`src/rtl/shift_reg_univ.sv`:
```
// Universal shift register: shift/rotate either way, parallel load, zero, with a
// counted burst engine (start latches mode+count, busy for the run, done pulse at end).
module shift_reg_univ #(
  parameter int                 WIDTH     = 5,
  parameter logic [WIDTH-1:0]   RESET_VAL = {WIDTH{1'b1}},
  parameter int                 CNT_W     = 4
) (
  input  logic               clk,
  input  logic               clear,
  input  logic               en,
  input  logic [2:0]         mode,
  input  logic               sin_l,
  input  logic               sin_r,
  input  logic [WIDTH-1:0]   load_data,
  input  logic               start,
  input  logic [CNT_W-1:0]   count,
  output logic [WIDTH-1:0]   q,
  output logic               sout_l,
  output logic               sout_r,
  output logic               busy,
  output logic               done
);

  localparam logic [2:0] M_HOLD = 3'b000;
  localparam logic [2:0] M_SHL  = 3'b001;
  localparam logic [2:0] M_SHR  = 3'b010;
  localparam logic [2:0] M_ROL  = 3'b011;
  localparam logic [2:0] M_ROR  = 3'b100;
  localparam logic [2:0] M_LOAD = 3'b101;
  localparam logic [2:0] M_ZERO = 3'b110;

  logic [2:0]       mode_lat;
  logic [CNT_W-1:0] cnt;
  logic [2:0]       op_mode;
  logic [WIDTH-1:0] op_q;

  // During a burst the latched mode drives the datapath; serial/load inputs stay live.
  assign op_mode = busy ? mode_lat : mode;

  always_comb begin
    op_q = q;
    case (op_mode)
      M_SHL:   op_q = {q[WIDTH-2:0], sin_r};
      M_SHR:   op_q = {sin_l, q[WIDTH-1:1]};
      M_ROL:   op_q = {q[WIDTH-2:0], q[WIDTH-1]};
      M_ROR:   op_q = {q[0], q[WIDTH-1:1]};
      M_LOAD:  op_q = load_data;
      M_ZERO:  op_q = '0;
      default: op_q = q;
    endcase
  end

  always_ff @(posedge clk or negedge clear) begin
    if (!clear) begin
      q        <= RESET_VAL;
      busy     <= 1'b0;
      done     <= 1'b0;
      cnt      <= '0;
      mode_lat <= M_HOLD;
    end else begin
      done <= 1'b0;
      if (busy) begin
        if (cnt == '0) begin
          busy <= 1'b0;
          done <= 1'b1;
        end else begin
          q   <= op_q;
          cnt <= cnt - 1'b1;
          if (cnt == CNT_W'(1)) begin
            busy <= 1'b0;
            done <= 1'b1;
          end
        end
      end else if (start) begin
        mode_lat <= mode;
        cnt      <= count;
        busy     <= 1'b1;
      end else if (en) begin
        q <= op_q;
      end
    end
  end

  assign sout_l = q[WIDTH-1];
  assign sout_r = q[0];

endmodule

```
`config.mk`:
```
export PLATFORM = sky130hd
export DESIGN_NAME = shift_reg_univ
export DESIGN_NICKNAME = d
export VERILOG_FILES = /design/src/rtl/shift_reg_univ.sv
export SDC_FILE = /design/constraint.sdc
export NUM_CORES = 1
export LEC_CHECK = 0
export ABC_CLOCK_PERIOD_IN_PS = 3410
export CAP_MARGIN = 25
export CORE_ASPECT_RATIO = 0.9
export CORE_MARGIN = 2
export CORE_UTILIZATION = 50
export DETAILED_ROUTE_END_ITERATION = 16
export PLACE_DENSITY = 0.84
export SLEW_MARGIN = 20
export SYNTH_ARGS = -nofsm -noshare
export SYNTH_HDL_FRONTEND = slang
export SYNTH_SLANG_ARGS = --single-unit
```
`constraint.sdc`:
```
create_clock -name clk -period 3.41 [get_ports clk]
set_clock_uncertainty 0.1 [all_clocks]
set_input_delay 0.5115 -clock clk [delete_from_list [all_inputs] [get_ports clk]]
set_output_delay 0.5115 -clock clk [all_outputs]
set_load 0.02 [all_outputs]
```
==> results of run 1 <==
==> worst max-delay path by stage <==
stage	to	from
6_report	busy	busy
5_1_grt	busy	busy
4_1_cts	busy	busy
3_5_place_dp	q[0]	mode[2]
3_3_place_gp	q[0]	mode[2]
2_1_floorplan	q[0]	busy
==> sequential cells by signal, summed over array words and instances (netlist names) <==
| name | cells |
|---|---|
| busy | 1 |
| cnt | 4 |
| done | 1 |
| mode_lat | 3 |
| q | 5 |
==> layer usage <==
metal / global-route usage (%) / wire [µm] / up-vias
li1: - / - / 444
met1: 26.2 / 906 / 429
met2: 39.7 / 1140 / 32
met3: 4.61 / 102 / 6
met4: 11.4 / 48 / 0
met5: 0 / 0 / -
==> worst register-to-register path: stages (launching register included) <==
cell and delay, ns:
dfrtp_1 0.91, mux2i_1 0.23, and2_1 0.20, a2111o_1 0.55
o31ai_2 0.29
==> logic make-up (layout without fill, tap and decap cells) <==
family,count (synthesis),after routing,share of synthesized area (%)
AOI/OAI and AO/OA,38,38,27.6
adders and majority gates,4,4,4.88
muxes,7,7,7.58
DFF,14,14,36.6
and+or+nand+nor,29,29,15.0
xor gates and xnor gates,1,1,0.900
buffers and inverters,13,37,7.33
==> stage by stage <==
step	hold slack (ns)	utilization [%]	instance area (µm²)
2_1_floorplan	0.116	-	973
3_3_place_gp	0.386	65.0	1220
3_5_place_dp	0.383	65.0	1220
4_1_cts	0.402	66.4	1250
5_1_grt	0.430	66.4	1250
6_report	0.395	66.4	1250
==> cell usage in the layout, fill, tap and decap left out <==
master           netlist  layout
a21oi_1                6       6
o211ai_1               1       1
dfstp_2                5       5
clkbuf_4               0       3
o32ai_1                1       1
nor2b_1                2       2
ha_1                   3       3
nand2b_1               7       7
mux2i_1                4       4
nor3_1                 2       2
inv_1                  7       7
a221oi_1               2       2
o211a_1                1       1
a31oi_1                1       1
mux2_2                 3       3
maj3_1                 1       1
or3_1                  2       2
and2_1                 2       2
nand2_1               10      10
a211oi_1               2       2
a21o_1                 1       1
and3_1                 1       1
nor2_1                 3       3
o21ai_1                3       3
clkbuf_1               2       1
o21ai_0                6       6
xnor2_1                1       1
o221ai_1               2       2
a2111o_1               1       1
dfrtp_1                9       9
o31ai_2                2       2
a222oi_1               3       3
o22ai_1                6       6
clkdlybuf4s50_1        0      26
==> area by class of cell <==
type | count | share of cell area [%]
timing repair buffer | 26 | 20.9
multi-input combinational | 79 | 43.8
inverter | 7 | 2.11
clock buffer | 4 | 2.11
tap | 25 | 2.51
sequential | 14 | 28.6
==> power breakdown <==
part	switching, mW	leakage [nW]	total, mW	internal, mW
clock	0.0492	0.0150	0.0944	0.0453
sequential	0.122	0.158	0.385	0.262
combinational	0.343	0.347	0.677	0.334
total	0.515	0.519	1.16	0.642
==> run_results.csv, run 1 <==
group,metric,value,unit
drt,viasPerCell,5.88,
drt,num_vias,911,
min_path,min_to,"q[3]",
min_path,hp-start,"q[3]",
yosys,ys_ff_latch,14,
worst_setup_path,path_cells,"clkdlybuf4s50_1",
drt,drt-pass1-iter-count,4,
yosys,synth_top_area_cell,"dfrtp_1",
global_route,grt_pass1_vias,880,
power_and_ir_drop,peakVddDrop,0.000638,V
die,rows,15,
die,fp.dieW,50.5,µm
sta,finalHoldViolCount,0,
yosys,yosysMostFrequentCell,"nand2_1",
final_layout,multiInputGateArea,546,µm²
sta,finalMaxSlewViolations,0,
min_path,holdCritPathClass,"reg2reg",
placed_design,dp_hpwl,1710,µm
clock_tree,clk_latency,0.27,ns
sta,finalCritPeriodShare,74.5,%
yosys,yosys-top-cells-count,"nand2_1 (10), dfrtp_1 (9), inv_1 (7), nand2b_1 (7)",
drt,ant_nets,0,
worst_setup_path,max_stage_delay,0.91,ns
global_route,grt_pass1_wl,3840,µm
global_route,grtUsageTotal,22.4,%
drt,drt_iter0_drc,19,
die,pin_count,27,
sta,fin_crit,2.54,ns
clock_tree,path_clk_slew,0.08,ns
power_and_ir_drop,power_leakage,0.519,nW
yosys,synthArstFlopShare,100,%
worst_setup_path,worst-path-buf-inv,1,
yosys,synth_edf_count,0,
final_layout,antenna_cells,0,
yosys,syn_area,973,µm²
final_layout,syn2layout_area_growth,28.0,%
final_layout,seq_area,357,µm²
sta,fmax,393,MHz
run_status,outcome,"finished, final reports clean",
final_layout,final_nets,152,
die,core,1880,µm²
sta,timing.setup.tns,0,ns
yosys,synthTopCellsByArea,"dfrtp_1 (23%), dfstp_2 (13%), nand2b_1 (4.5%)",
final_layout,layout.cells.non_filler,155,
placed_design,io_buffers,26,
yosys,avgSynthCellArea,9.18,µm²
clock_tree,root_buffer,"clkbuf_4",
clock_tree,post-cts-setup-buffers,0,
global_route,antenna_found_initial,0,
worst_setup_path,critical_path.top_delay_family,"flip-flops",
worst_setup_path,path_max_fanout,29,
clock_tree,cts_tree,"built",
yosys,synth-seq-area-share,36.6,%
placed_design,gp_congestion,0.901,
die,initial_core_util,51.9,%
power_and_ir_drop,power,1.16,mW
sta,tightest_slew,0.858,ns
die,die_h,45.9,µm
yosys,syn_inst,106,
worst_setup_path,reg2reg_depth,4,
global_route,grt_max_degree,30,
drt,wl,2200,µm
sta,rsz0062_at_grt,"no",
placed_design,pre_cts_slack,0.967,ns
die,fp.dieArea,2320,µm²
drt,drt-wirelength-per-cell,14.2,µm
worst_setup_path,cp-end-kind,"primary output",
drt,post-route-drc-count,0,
yosys,syn_nets,127,
placed_design,post-place-cells,151,
worst_setup_path,worstSetupPathType,"reg2out",
power_and_ir_drop,powerDensity,928,nW/µm²
worst_setup_path,regToRegSetupSlack,1.05,ns
final_layout,layout-drive-gt1-share,10.0,%
clock_tree,cts_inserted_buffers,3,
clock_tree,max-clock-path-buffers,2,
clock_tree,h-tree-depth,1,
worst_setup_path,reg2reg_to,"q[0]",
worst_setup_path,cp-start-kind,"flop",
worst_setup_path,timing.rr.start,"busy",
clock_tree,hold_buffers,0,
clock_tree,clock_sinks,14,
worst_setup_path,cp.required,2.80,ns
yosys,synth_cell_types,34,
final_layout,nFillCells,149,
min_path,hold_depth,2,
worst_setup_path,crit_slowest_cell,"dfrtp_1",
global_route,overflow,0,
yosys,ys.flop_type,"dfrtp_1",
sta,final.setup.worst_slack,0.868,ns
worst_setup_path,cp_num_cells,1,
sta,setup_violations,0,
sta,slew_headroom,42.8,%
flow_run,drv_cap,0,
yosys,yosysWarnings,0,
worst_setup_path,crit_arrival,1.93,ns
clock_tree,post_cts_resized,0,
yosys,yosysTopAreaCellShare,23.1,%
No activity file was read; power rests on OpenSTA's default activity.
==> run 2: changes to the inputs <==
- ABC_CLOCK_PERIOD_IN_PS: 3410 -> 2500
- CORE_UTILIZATION: 50 -> 47
- PLACE_DENSITY: 0.84 -> 0.8
- clock period: 3.41 -> 2.5 ns (I/O delays scaled with it)
==> run_results.csv, run 2 (synthesis gave the netlist of run 1 again) <==
group,metric,value,unit
clock_tree,post-cts-setup-buffers,0,
die,die_h,47.2,µm
die,fp.dieArea,2450,µm²
clock_tree,h-tree-depth,1,
global_route,overflow,0,
worst_setup_path,worstSetupPathType,"reg2out",
power_and_ir_drop,power_leakage,0.539,nW
clock_tree,hold_buffers,0,
final_layout,top_register,"q",
final_layout,fin_area,1280,µm²
clock_tree,cts_inserted_buffers,3,
placed_design,post-place-cells,154,
worst_setup_path,timing.rr.start,"busy",
sta,timing.setup.tns,0,ns
final_layout,nFillCells,171,
final_layout,seq_area,357,µm²
global_route,grt_max_degree,16,
worst_setup_path,crit_arrival,1.63,ns
clock_tree,path_clk_slew,0.09,ns
drt,drt-pass1-iter-count,6,
drt,post-route-drc-count,0,
sta,finalHoldViolCount,0,
sta,rsz0062_at_grt,"no",
sta,tightest_slew,0.623,ns
global_route,grt_pass1_vias,853,
run_status,outcome,"finished, final reports clean",
sta,finalMaxSlewViolations,0,
min_path,holdCritPathClass,"in2async",
drt,wl,2250,µm
clock_tree,clk_latency,0.29,ns
global_route,grt_pass1_wl,3760,µm
die,rows,15,
clock_tree,root_buffer,"clkbuf_4",
clock_tree,max-clock-path-buffers,2,
worst_setup_path,path_max_fanout,15,
sta,fmax,474,MHz
die,core,1930,µm²
die,initial_core_util,50.4,%
placed_design,io_buffers,26,
placed_design,gp_congestion,0.862,
worst_setup_path,cp.required,2.03,ns
sta,slew_headroom,58.4,%
global_route,antenna_found_initial,0,
final_layout,layout-drive-gt1-share,12.8,%
worst_setup_path,crit_path_start,"busy",
final_layout,final_common_cell,"clkdlybuf4s50_1",
sta,setup_violations,0,
die,fp.dieW,52.0,µm
final_layout,final_nets,155,
drt,ant_nets,0,
worst_setup_path,cp-end-kind,"primary output",
die,pin_count,27,
power_and_ir_drop,peakVddDrop,0.000780,V
clock_tree,post_cts_resized,0,
final_layout,multiInputGateArea,546,µm²
final_layout,largest_reg_flops,5,
placed_design,dp_hpwl,1690,µm
global_route,grtUsageTotal,21.3,%
power_and_ir_drop,powerDensity,1280,nW/µm²
flow_run,drv_cap,0,
worst_setup_path,cp-start-kind,"flop",
clock_tree,cts_tree,"built",
final_layout,syn2layout_area_growth,31.4,%
final_layout,final_core_util,66.1,%
sta,finalCritPeriodShare,84.3,%
final_layout,antenna_cells,0,
placed_design,placed_area,1240,µm²
final_layout,reg.largest.list,"q (5), cnt (4), mode_lat (3)",
drt,viasPerCell,5.89,
drt,num_vias,930,
power_and_ir_drop,power,1.64,mW
final_layout,layout.cells.non_filler,158,
drt,drt_iter0_drc,49,
final_layout,final_cell_mix,"clkdlybuf4s50_1 (26), nand2_1 (10), dfrtp_1 (9)",
drt,drt-wirelength-per-cell,14.3,µm
sta,fin_crit,2.11,ns
clock_tree,clock_sinks,14,
run 2: final timing paths:
path | slack, ns | cells after the start | endpoint
max in group asynchronous | 1.53 | 1 | mode_lat[1]
min in group clk | 0.39 | 2 | q[2]
min reg2reg | 0.39 | 2 | q[2]
max reg2reg | 0.61 | 4 | q[0]
min | 0.37 | 1 | cnt[3]
max | 0.39 | 2 | busy
run 2: stage by stage:
stage / setup WS [ns] / hold WS, ns
6_report: 0.392 / 0.367
5_1_grt: 0.338 / 0.420
4_1_cts: 0.394 / 0.388
3_5_place_dp: 0.196 / 0.375
3_3_place_gp: 0.281 / 0.377
2_1_floorplan: 0.633 / -0.0206
run 2: routing by layer:
metal,part of all wire [%],vias up,track usage [%]
met5,0,-,0
met4,3.0,0,11.1
met3,6.6,9,3.50
met2,45,35,33.9
met1,46,439,28.3
li1,-,447,-
run 2: layout make-up:
cell class	instances	share of cell area [%]
Sequential cell	14	27.9
Inverter	7	2.05
Tap cell	25	2.45
Multi-Input combinational cell	79	42.7
Timing Repair Buffer	29	22.1
Clock buffer	4	2.84
run 2: power breakdown:
group	internal [mW]	total [mW]	switching (mW)
clock network	0.0888	0.169	0.0801
registers	0.359	0.481	0.123
logic	0.474	0.986	0.511
run 2: worst max-delay path, cell delays in order (launching register included):
cell	delay, ns
dfrtp_1	0.49
buf_4	0.24
clkdlybuf4s50_1	0.62
==> run 3: changes to the inputs <==
- ABC_CLOCK_PERIOD_IN_PS: 2500 -> 2200
- clock period: 2.5 -> 2.2 ns (I/O delays scaled with it)
==> run_results.csv, run 3 (synthesis gave the netlist of run 1 again) <==
group,metric,value,unit
worst_setup_path,crit_slowest_cell,"clkdlybuf4s50_1",
worst_setup_path,worst-path-buf-inv,2,
final_layout,layout.cells.non_filler,161,
global_route,grt_max_degree,17,
sta,fin_crit,2.11,ns
worst_setup_path,reg2reg_depth,4,
drt,wl,2360,µm
worst_setup_path,worstSetupPathType,"reg2out",
sta,final.setup.worst_slack,0.0909,ns
drt,ant_nets,0,
die,core,1930,µm²
final_layout,multiInputGateArea,546,µm²
final_layout,reg.largest.list,"q (5), cnt (4), mode_lat (3)",
worst_setup_path,cp.required,1.77,ns
clock_tree,cts_tree,"built",
power_and_ir_drop,power_leakage,0.553,nW
worst_setup_path,crit_path_start,"busy",
clock_tree,clock_sinks,14,
worst_setup_path,critical_path.top_delay_family,"buffers and inverters",
final_layout,final_core_util,67.3,%
clock_tree,cts_inserted_buffers,3,
final_layout,nFillCells,149,
placed_design,post-place-cells,157,
drt,post-route-drc-count,0,
clock_tree,path_clk_slew,0.09,ns
die,rows,15,
drt,drt-wirelength-per-cell,14.6,µm
final_layout,final_common_cell,"clkdlybuf4s50_1",
die,pin_count,27,
placed_design,pre_cts_slack,0.0851,ns
drt,drt_iter0_drc,41,
drt,viasPerCell,5.97,
worst_setup_path,path_max_fanout,16,
clock_tree,hold_buffers,0,
global_route,grtUsageTotal,21.7,%
clock_tree,clk_latency,0.29,ns
drt,drt-pass1-iter-count,4,
placed_design,dp_hpwl,1780,µm
clock_tree,max-clock-path-buffers,2,
final_layout,top_register,"q",
global_route,overflow,0,
sta,fmax,474,MHz
die,initial_core_util,50.4,%
sta,setup_violations,0,
run_status,outcome,"finished, final reports clean",
flow_run,drv_cap,0,
worst_setup_path,cp-end-kind,"primary output",
power_and_ir_drop,p_comb_share,60.7,%
die,fp.dieW,52.0,µm
sta,tightest_slew,0.655,ns
clock_tree,post-cts-setup-buffers,0,
power_and_ir_drop,peakVddDrop,0.000774,V
power_and_ir_drop,swShare,43.9,%
clock_tree,post_cts_resized,0,
global_route,antenna_found_initial,0,
sta,timing.setup.tns,0,ns
min_path,holdCritPathClass,"in2async",
placed_design,io_buffers,26,
power_and_ir_drop,p_switching,0.831,mW
worst_setup_path,cp_num_cells,2,
final_layout,layout-drive-gt1-share,14.7,%
power_and_ir_drop,p_seq_share,29.2,%
worst_setup_path,timing.rr.start,"busy",
sta,finalMaxSlewViolations,0,
power_and_ir_drop,powerDensity,1460,nW/µm²
sta,finalCritPeriodShare,95.9,%
clock_tree,root_buffer,"clkbuf_4",
die,fp.dieArea,2450,µm²
power_and_ir_drop,internal-power,1.06,mW
placed_design,gp_congestion,0.814,
global_route,grt_pass1_vias,847,
final_layout,antenna_cells,0,
sta,rsz0062_at_grt,"no",
worst_setup_path,path_cells,"buf_4 > clkdlybuf4s50_1",
sta,slew_headroom,56.2,%
final_layout,largest_reg_flops,5,
final_layout,syn2layout_area_growth,33.7,%
sta,finalHoldViolCount,0,
global_route,grt_pass1_wl,3860,µm
worst_setup_path,max_stage_delay,0.63,ns
clock_tree,h-tree-depth,1,
final_layout,seq_area,357,µm²
die,die_h,47.2,µm
power_and_ir_drop,clkPwrFrac,10.1,%
worst_setup_path,cp-start-kind,"flop",
final_layout,final_nets,158,
final_layout,final_cell_mix,"clkdlybuf4s50_1 (26), nand2_1 (10), dfrtp_1 (9)",
worst_setup_path,crit_arrival,1.68,ns
drt,num_vias,961,
run 3: cell count changes in the layout (fill, tap and decap cells not counted), sizes merged:
cell | previous run | this run
buf | 3 | 6
run 3: final timing paths:
check | slack [ns] | end
max | 0.09 | busy
min | 0.34 | busy
max reg2reg | 0.29 | q[0]
min reg2reg | 0.39 | q[2]
max in group asynchronous | 1.25 | cnt[3]
min in group clk | 0.39 | q[2]
run 3: power by group through the flow:
stage                     Clock (mW)  Combinational, mW  Sequential, mW
after global routing           0.199               1.27           0.572
after detailed placement           0               1.14           0.556
after global placement             0               1.10           0.548
final                          0.191               1.15           0.554
after floorplan                    0              0.850           0.564
after CTS                      0.193               1.14           0.551
run 3: per-layer routing:
metal  part of all wire [%]  vias to the layer above  GRT usage (%)
met1                     44                      446           28.1
met5                      0                        -              0
li1                       -                      455              -
met3                     11                        4           9.55
met4                   0.93                        0           4.74
met2                     44                       56           33.9
run 3: worst register-to-register path, stage by stage (launching register included):
cell	delay (ns)
dfrtp_1	0.50
mux2i_1	0.31
nor3_1	0.09
a2111o_1	0.53
o31ai_2	0.29
run 3: area by class of cell:
class                           instances  area share (%)
Clock buffer                            4            2.79
Tap cell                               25            2.40
Multi-Input combinational cell         79            41.9
Inverter                                7            2.02
Sequential cell                        14            27.4
Timing Repair Buffer                   32            23.5
run 3: through the flow:
stage               power [mW]  hold slack [ns]  area [µm²]
floorplan                 1.41          -0.0656         973
global placement          1.65            0.380        1260
detailed placement        1.69            0.383        1260
CTS                       1.89            0.346        1300
global route              2.04            0.396        1300
finish                    1.90            0.339        1300
